File: src/rtl/glitch_pkg.sv
// glitch_pkg: shared types and defaults for the glitch scheduler slice.
package glitch_pkg;

    localparam int unsigned CNT_W_DEFAULT  = 32;
    localparam int unsigned NUM_W_DEFAULT  = 8;
    localparam int unsigned NUM_PULSES_MIN = 1;

    typedef enum logic [2:0] {
        IDLE,
        ARMED,
        DELAY,
        PULSE,
        GAP,
        DONE
    } state_t;

endpackage

File: src/rtl/glitch_timer.sv
// glitch_timer: loadable down-counter shared by the delay, pulse and gap phases.
module glitch_timer
    import glitch_pkg::*;
#(
    parameter int unsigned CNT_W = CNT_W_DEFAULT
) (
    input  logic             clk,
    input  logic             reset,
    input  logic             load,
    input  logic             dec,
    input  logic [CNT_W-1:0] value,
    output logic             zero
);

    logic [CNT_W-1:0] cnt;

    // Load has priority over decrement; the counter parks at zero.
    always_ff @(posedge clk) begin
        if (reset) begin
            cnt <= '0;
        end else if (load) begin
            cnt <= value;
        end else if (dec && (cnt != '0)) begin
            cnt <= cnt - CNT_W'(1);
        end
    end

    assign zero = (cnt == '0);

endmodule

File: src/rtl/glitch_scheduler.sv
// glitch_scheduler: arm / trigger / delay / pulse-burst sequencer driving the
// active-low glitch output. Optional delay sweep enabled by GLITCH_SWEEP_EN.
module glitch_scheduler
    import glitch_pkg::*;
#(
    parameter int unsigned CNT_W = CNT_W_DEFAULT,
    parameter int unsigned NUM_W = NUM_W_DEFAULT
) (
    input  logic             clk,
    input  logic             reset,
    input  logic             arm,
    input  logic             abort,
    input  logic             trigger,
    input  logic [CNT_W-1:0] cfg_delay,
    input  logic [CNT_W-1:0] cfg_width,
    input  logic [CNT_W-1:0] cfg_gap,
    input  logic [NUM_W-1:0] cfg_count,
    input  logic [CNT_W-1:0] cfg_step,
    input  logic [CNT_W-1:0] cfg_max,
    output logic             glitch_n,
    output logic             armed,
    output logic             busy,
    output logic             done,
    output logic [CNT_W-1:0] sweep_offset
);

    state_t           state;
    logic             trigger_q;
    logic             rise;
    logic [CNT_W-1:0] delay_sh;
    logic [CNT_W-1:0] width_sh;
    logic [CNT_W-1:0] gap_sh;
    logic [NUM_W-1:0] count_sh;
    logic [NUM_W-1:0] pulses_left;
    logic             last_pulse;

    logic             tmr_load;
    logic             tmr_dec;
    logic [CNT_W-1:0] tmr_value;
    logic             tmr_zero;

    assign rise       = trigger & ~trigger_q;
    assign last_pulse = (pulses_left == NUM_W'(NUM_PULSES_MIN));

    glitch_timer #(.CNT_W(CNT_W)) timer (
        .clk   (clk),
        .reset (reset),
        .load  (tmr_load),
        .dec   (tmr_dec),
        .value (tmr_value),
        .zero  (tmr_zero)
    );

    // Timer control: reload at each phase boundary, otherwise count down.
    always_comb begin
        tmr_load  = 1'b0;
        tmr_dec   = 1'b0;
        tmr_value = '0;
        if (abort) begin
            tmr_load = 1'b1;
        end else begin
            case (state)
                ARMED: begin
                    if (rise) begin
                        tmr_load  = 1'b1;
                        tmr_value = delay_sh + sweep_offset;
                    end
                end
                DELAY, GAP: begin
                    if (tmr_zero) begin
                        tmr_load  = 1'b1;
                        tmr_value = width_sh;
                    end else begin
                        tmr_dec = 1'b1;
                    end
                end
                PULSE: begin
                    if (tmr_zero) begin
                        if (!last_pulse) begin
                            tmr_load  = 1'b1;
                            tmr_value = gap_sh;
                        end
                    end else begin
                        tmr_dec = 1'b1;
                    end
                end
                default: ;
            endcase
        end
    end

    // Sequencer with registered status outputs. done is raised from DONE so it
    // lands one cycle after glitch_n returns high; busy clears one cycle later.
    always_ff @(posedge clk) begin
        if (reset) begin
            state       <= IDLE;
            trigger_q   <= 1'b0;
            glitch_n    <= 1'b1;
            armed       <= 1'b0;
            busy        <= 1'b0;
            done        <= 1'b0;
            pulses_left <= '0;
            delay_sh    <= '0;
            width_sh    <= '0;
            gap_sh      <= '0;
            count_sh    <= '0;
        end else begin
            trigger_q <= trigger;
            done      <= 1'b0;
            if (abort) begin
                state    <= IDLE;
                glitch_n <= 1'b1;
                armed    <= 1'b0;
                busy     <= 1'b0;
            end else begin
                case (state)
                    IDLE: begin
                        busy <= 1'b0;
                        if (arm) begin
                            delay_sh <= cfg_delay;
                            width_sh <= cfg_width;
                            gap_sh   <= cfg_gap;
                            count_sh <= cfg_count;
                            armed    <= 1'b1;
                            busy     <= 1'b1;
                            state    <= ARMED;
                        end
                    end
                    ARMED: begin
                        if (rise) begin
                            pulses_left <= (count_sh == '0) ? NUM_W'(NUM_PULSES_MIN) : count_sh;
                            armed       <= 1'b0;
                            state       <= DELAY;
                        end
                    end
                    DELAY, GAP: begin
                        if (tmr_zero) begin
                            glitch_n <= 1'b0;
                            state    <= PULSE;
                        end
                    end
                    PULSE: begin
                        if (tmr_zero) begin
                            glitch_n    <= 1'b1;
                            pulses_left <= pulses_left - NUM_W'(1);
                            // Testing the pre-decrement value for 1 is the same as
                            // testing the decremented count for 0.
                            state       <= last_pulse ? DONE : GAP;
                        end
                    end
                    DONE: begin
                        done  <= 1'b1;
                        state <= IDLE;
                    end
                    default: state <= IDLE;
                endcase
            end
        end
    end

`ifdef GLITCH_SWEEP_EN
    logic [CNT_W-1:0] step_sh;
    logic [CNT_W-1:0] max_sh;
    logic [CNT_W-1:0] sweep_next;
    logic             sweep_over;

    // Candidate offset after a completed attempt; overflow test uses one extra bit.
    always_comb begin
        sweep_next = sweep_offset + step_sh;
        sweep_over = ({1'b0, delay_sh} + {1'b0, sweep_next}) > {1'b0, max_sh};
    end

    // Latch sweep bounds on arm and advance the offset only on a completed burst.
    always_ff @(posedge clk) begin
        if (reset) begin
            step_sh      <= '0;
            max_sh       <= '0;
            sweep_offset <= '0;
        end else if (!abort) begin
            if ((state == IDLE) && arm) begin
                step_sh <= cfg_step;
                max_sh  <= cfg_max;
            end
            if (state == DONE) begin
                sweep_offset <= sweep_over ? '0 : sweep_next;
            end
        end
    end
`else
    logic unused_sweep_cfg;

    assign unused_sweep_cfg = ^{cfg_step, cfg_max};
    assign sweep_offset     = '0;
`endif

endmodule
File: config.mk
export PLATFORM = sky130hd
export DESIGN_NAME = glitch_scheduler
export DESIGN_NICKNAME = d
export VERILOG_FILES = /design/src/rtl/glitch_pkg.sv /design/src/rtl/glitch_timer.sv /design/src/rtl/glitch_scheduler.sv
export SDC_FILE = /design/constraint.sdc
export NUM_CORES = 1
export LEC_CHECK = 0
export CAP_MARGIN = 0
export CORE_ASPECT_RATIO = 2
export CORE_MARGIN = 2
export CORE_UTILIZATION = 54
export CTS_BUF_LIST = sky130_fd_sc_hd__clkbuf_4 sky130_fd_sc_hd__clkbuf_8
export CTS_CLUSTER_SIZE = 10
export DETAILED_ROUTE_END_ITERATION = 12
export GPL_TIMING_DRIVEN = 0
export PLACE_DENSITY = 0.89
export REMOVE_ABC_BUFFERS = 1
export SETUP_SLACK_MARGIN = 0.3
export SLEW_MARGIN = 20
export SYNTH_ARGS = -nofsm -noshare
export SYNTH_HDL_FRONTEND = slang
export SYNTH_SLANG_ARGS = --single-unit
File: constraint.sdc
create_clock -name clk -period 4.3 [get_ports clk]
set_input_delay 1.075 -clock clk [delete_from_list [all_inputs] [get_ports clk]]
set_output_delay 1.075 -clock clk [all_outputs]
set_load 0.005 [all_outputs]
==> flow_summary_export.csv <==
group,metric,value,unit
place,dp_hpwl,13700,µm
power_and_ir_drop,switching_share,0.306,
cells_and_area,layout_commonest_cell,"nand2_1",
route,viasPerCell,5.88,
clocking,clockBufferDepth,2,
timing,min_period,3.70,ns
power_and_ir_drop,pwr-share-seq,0.474,
min_path,holdCritPathClass,"flop to flop",
worst_setup_path,worstPathRequired,4.69,ns
yosys,synthTopCellsByArea,"dfxtp_1, nand2_1, a21oi_1, buf_4, nor2_1",
timing,hold_violations,0,
grt,grt-ovfl-total,0,
yosys,synthArstFlopShare,0,
cells_and_area,fin_area,0.00900,mm²
clocking,numClockSinks,152,
timing,fin_skew,0.0194,ns
yosys,synth-seq-cells,152,
grt,grt_max_degree,92,
route,drt_first_pass_iters,10,
timing,hold_ws,0.458,ns
clocking,clk_pin_slew_worst_paths,0.08,ns
timing,achievable-frequency,0.270,GHz
power_and_ir_drop,p_per_area,356,mW/mm²
yosys,synth_warnings,0,
yosys,ys_types,60,
cells_and_area,num_antenna_cells,0,
cells_and_area,n_fill_cell,1120,
route,drt-total-wl,19600,µm
grt,grt_pass1_wl,31800,µm
route,ant_nets,0,
yosys,synth_ff_type,"dfxtp_1",
yosys,synth-edff-count,0,
floorplan,die_area,0.0147,mm²
power_and_ir_drop,power_leakage,0.00313,µW
outcome,violations,"design-rule violations",
power_and_ir_drop,p_clk_frac,0.342,
power_and_ir_drop,total_power,3210,µW
place,io_buffers,112,
timing,layout_setup_ws,0.603,ns
clocking,root_buffer,"clkbuf_8",
worst_setup_path,end_kind,"flop",
place,dp_slack,0.0527,ns
route,drt_iter0_markers,605,
power_and_ir_drop,p_int,2230,µW
route,drc,1,
power_and_ir_drop,ir_drop,0.247,mV
cells_and_area,syn_to_final_growth,21.5,%
worst_setup_path,worstSetupPathType,"primary input to flop",
clocking,cts_tree,"done",
route,routed-via-count,7279,
floorplan,initial_core_util,0.551,
timing,worst_pin_slew,1.07,ns
job,maxCapViolations,0,
clocking,clkLatencyLatePin,0.46,ns
timing,setup_viol,0,
clocking,ctsResizeCount,0,
clocking,cts_buffers,17,
floorplan,rows,60,
floorplan,io_pins,209,
cells_and_area,final_cell_mix,"nand2_1, dfxtp_1, a21oi_1",
yosys,synthCells,992,
cells_and_area,nNetsFinal,1246,
grt,grt_pass1_vias,6882,
timing,drv_slew,0,
clocking,postCtsSetupBuffers,0,
cells_and_area,drive_above_1_share,0.0832,
yosys,yosysTopAreaCellShare,0.411,
grt,grt_usage,0.268,
floorplan,die_x,86.8,µm
timing,finalCritPeriodShare,0.860,
floorplan,die_y,170,µm
grt,antenna_found_initial,0,
yosys,netlist_area,0.00741,mm²
worst_setup_path,path_max_fanout,19,
cells_and_area,utilization,0.670,
worst_setup_path,start_kind,"primary input",
power_and_ir_drop,p_comb_frac,0.185,
place,place_area,0.00860,mm²
timing,slew_headroom,0.279,
route,wl_per_cell,15.9,µm
timing,rsz0062_at_grt,"no",
worst_setup_path,arrival,4.08,ns
yosys,synth_area_per_cell,7.47,µm²
floorplan,coreArea,0.0134,mm²
power_and_ir_drop,switchingPower,982,µW
place,gp_congestion,0.946,
yosys,synth_seq_area_share,0.411,
outcome,status,"finished, violations left",
yosys,synth_top_area_cell,"dfxtp_1",
clocking,h-tree-depth,4,
clocking,postCtsHoldBufs,0,
==> cell families after synthesis <==
logic type,after synthesis,synth area share
other,1,0.000506
adders and majority gates,4,0.00676
xor gates and xnor gates,4,0.00473
buffers and inverters,110,0.0780
DFF,152,0.411
and+or+nand+nor,439,0.261
AOI/OAI and AO/OA,282,0.238
==> layer usage <==
metal,global-route usage,part of all wire
met5,0,0
met1,0.293,0.37
met3,0.0399,0.048
met2,0.482,0.54
met4,0.146,0.046
==> through the flow <==
stage                     std cells  TNS, ns
after floorplan                 925   -43.17
after global placement         1192  -405.92
after detailed placement       1205        0
after CTS                      1237        0
after global routing           1237        0
final                          1237        0
==> final cells by class <==
cell class              count  area, µm²  area share
clock inverters            13        136      0.0152
flip-flops and latches    152       3040       0.338
repair buffers            125       1370       0.153
well taps                 155        194      0.0215
clock buffers              19        262      0.0291
inverters                  12       48.8     0.00542
multi-input cells         761       3940       0.438
==> worst max-delay path: stages <==
cell and delay [ns]:
clkdlybuf4s50_1 0.99, clkinvlp_4 0.60, nand4_1 0.60, buf_6 0.23, buf_6 0.19, buf_8 0.18
nand2_1 0.07, a21oi_1 0.13
==> cells in the mapped netlist (11+ instances only) <==
| master | number |
|---|---|
| a22oi_1 | 29 |
| nand2_1 | 256 |
| nor2_1 | 61 |
| a211oi_2 | 14 |
| buf_4 | 33 |
| a31oi_1 | 15 |
| a21oi_1 | 142 |
| clkbuf_1 | 51 |
| nor3_1 | 37 |
| dfxtp_1 | 152 |
| nand3_1 | 15 |
| inv_1 | 11 |
| o21ai_0 | 29 |
| nor4_1 | 11 |
==> power groups by stage <==
stage / Clock, µW / Sequential (µW) / Combinational, µW
finish: 1100 / 1520 / 592
global route: 1160 / 1530 / 649
CTS: 1100 / 1520 / 584
detailed placement: 0 / 1550 / 580
global placement: 0 / 1550 / 551
floorplan: 0 / 1540 / 335
==> worst paths after layout <==
path	end	startpoint	depth (start not counted)	slack [ns]
max	width_sh[10]	abort	8	0.60
min	delay_sh[12]	delay_sh[12]	2	0.46
max reg2reg	timer.cnt[9]	timer.cnt[18]	7	0.61
min reg2reg	delay_sh[12]	delay_sh[12]	2	0.46
==> state kept, by name, summed over array words and instances (netlist names) <==
name and flops:
done 1, pulses_left 8, gap_sh 32, busy 1
glitch_n 1, timer.cnt 32, armed 1, state 3
trigger_q 1, width_sh 32, delay_sh 32, count_sh 8
Power figures use the tool's default switching activity.
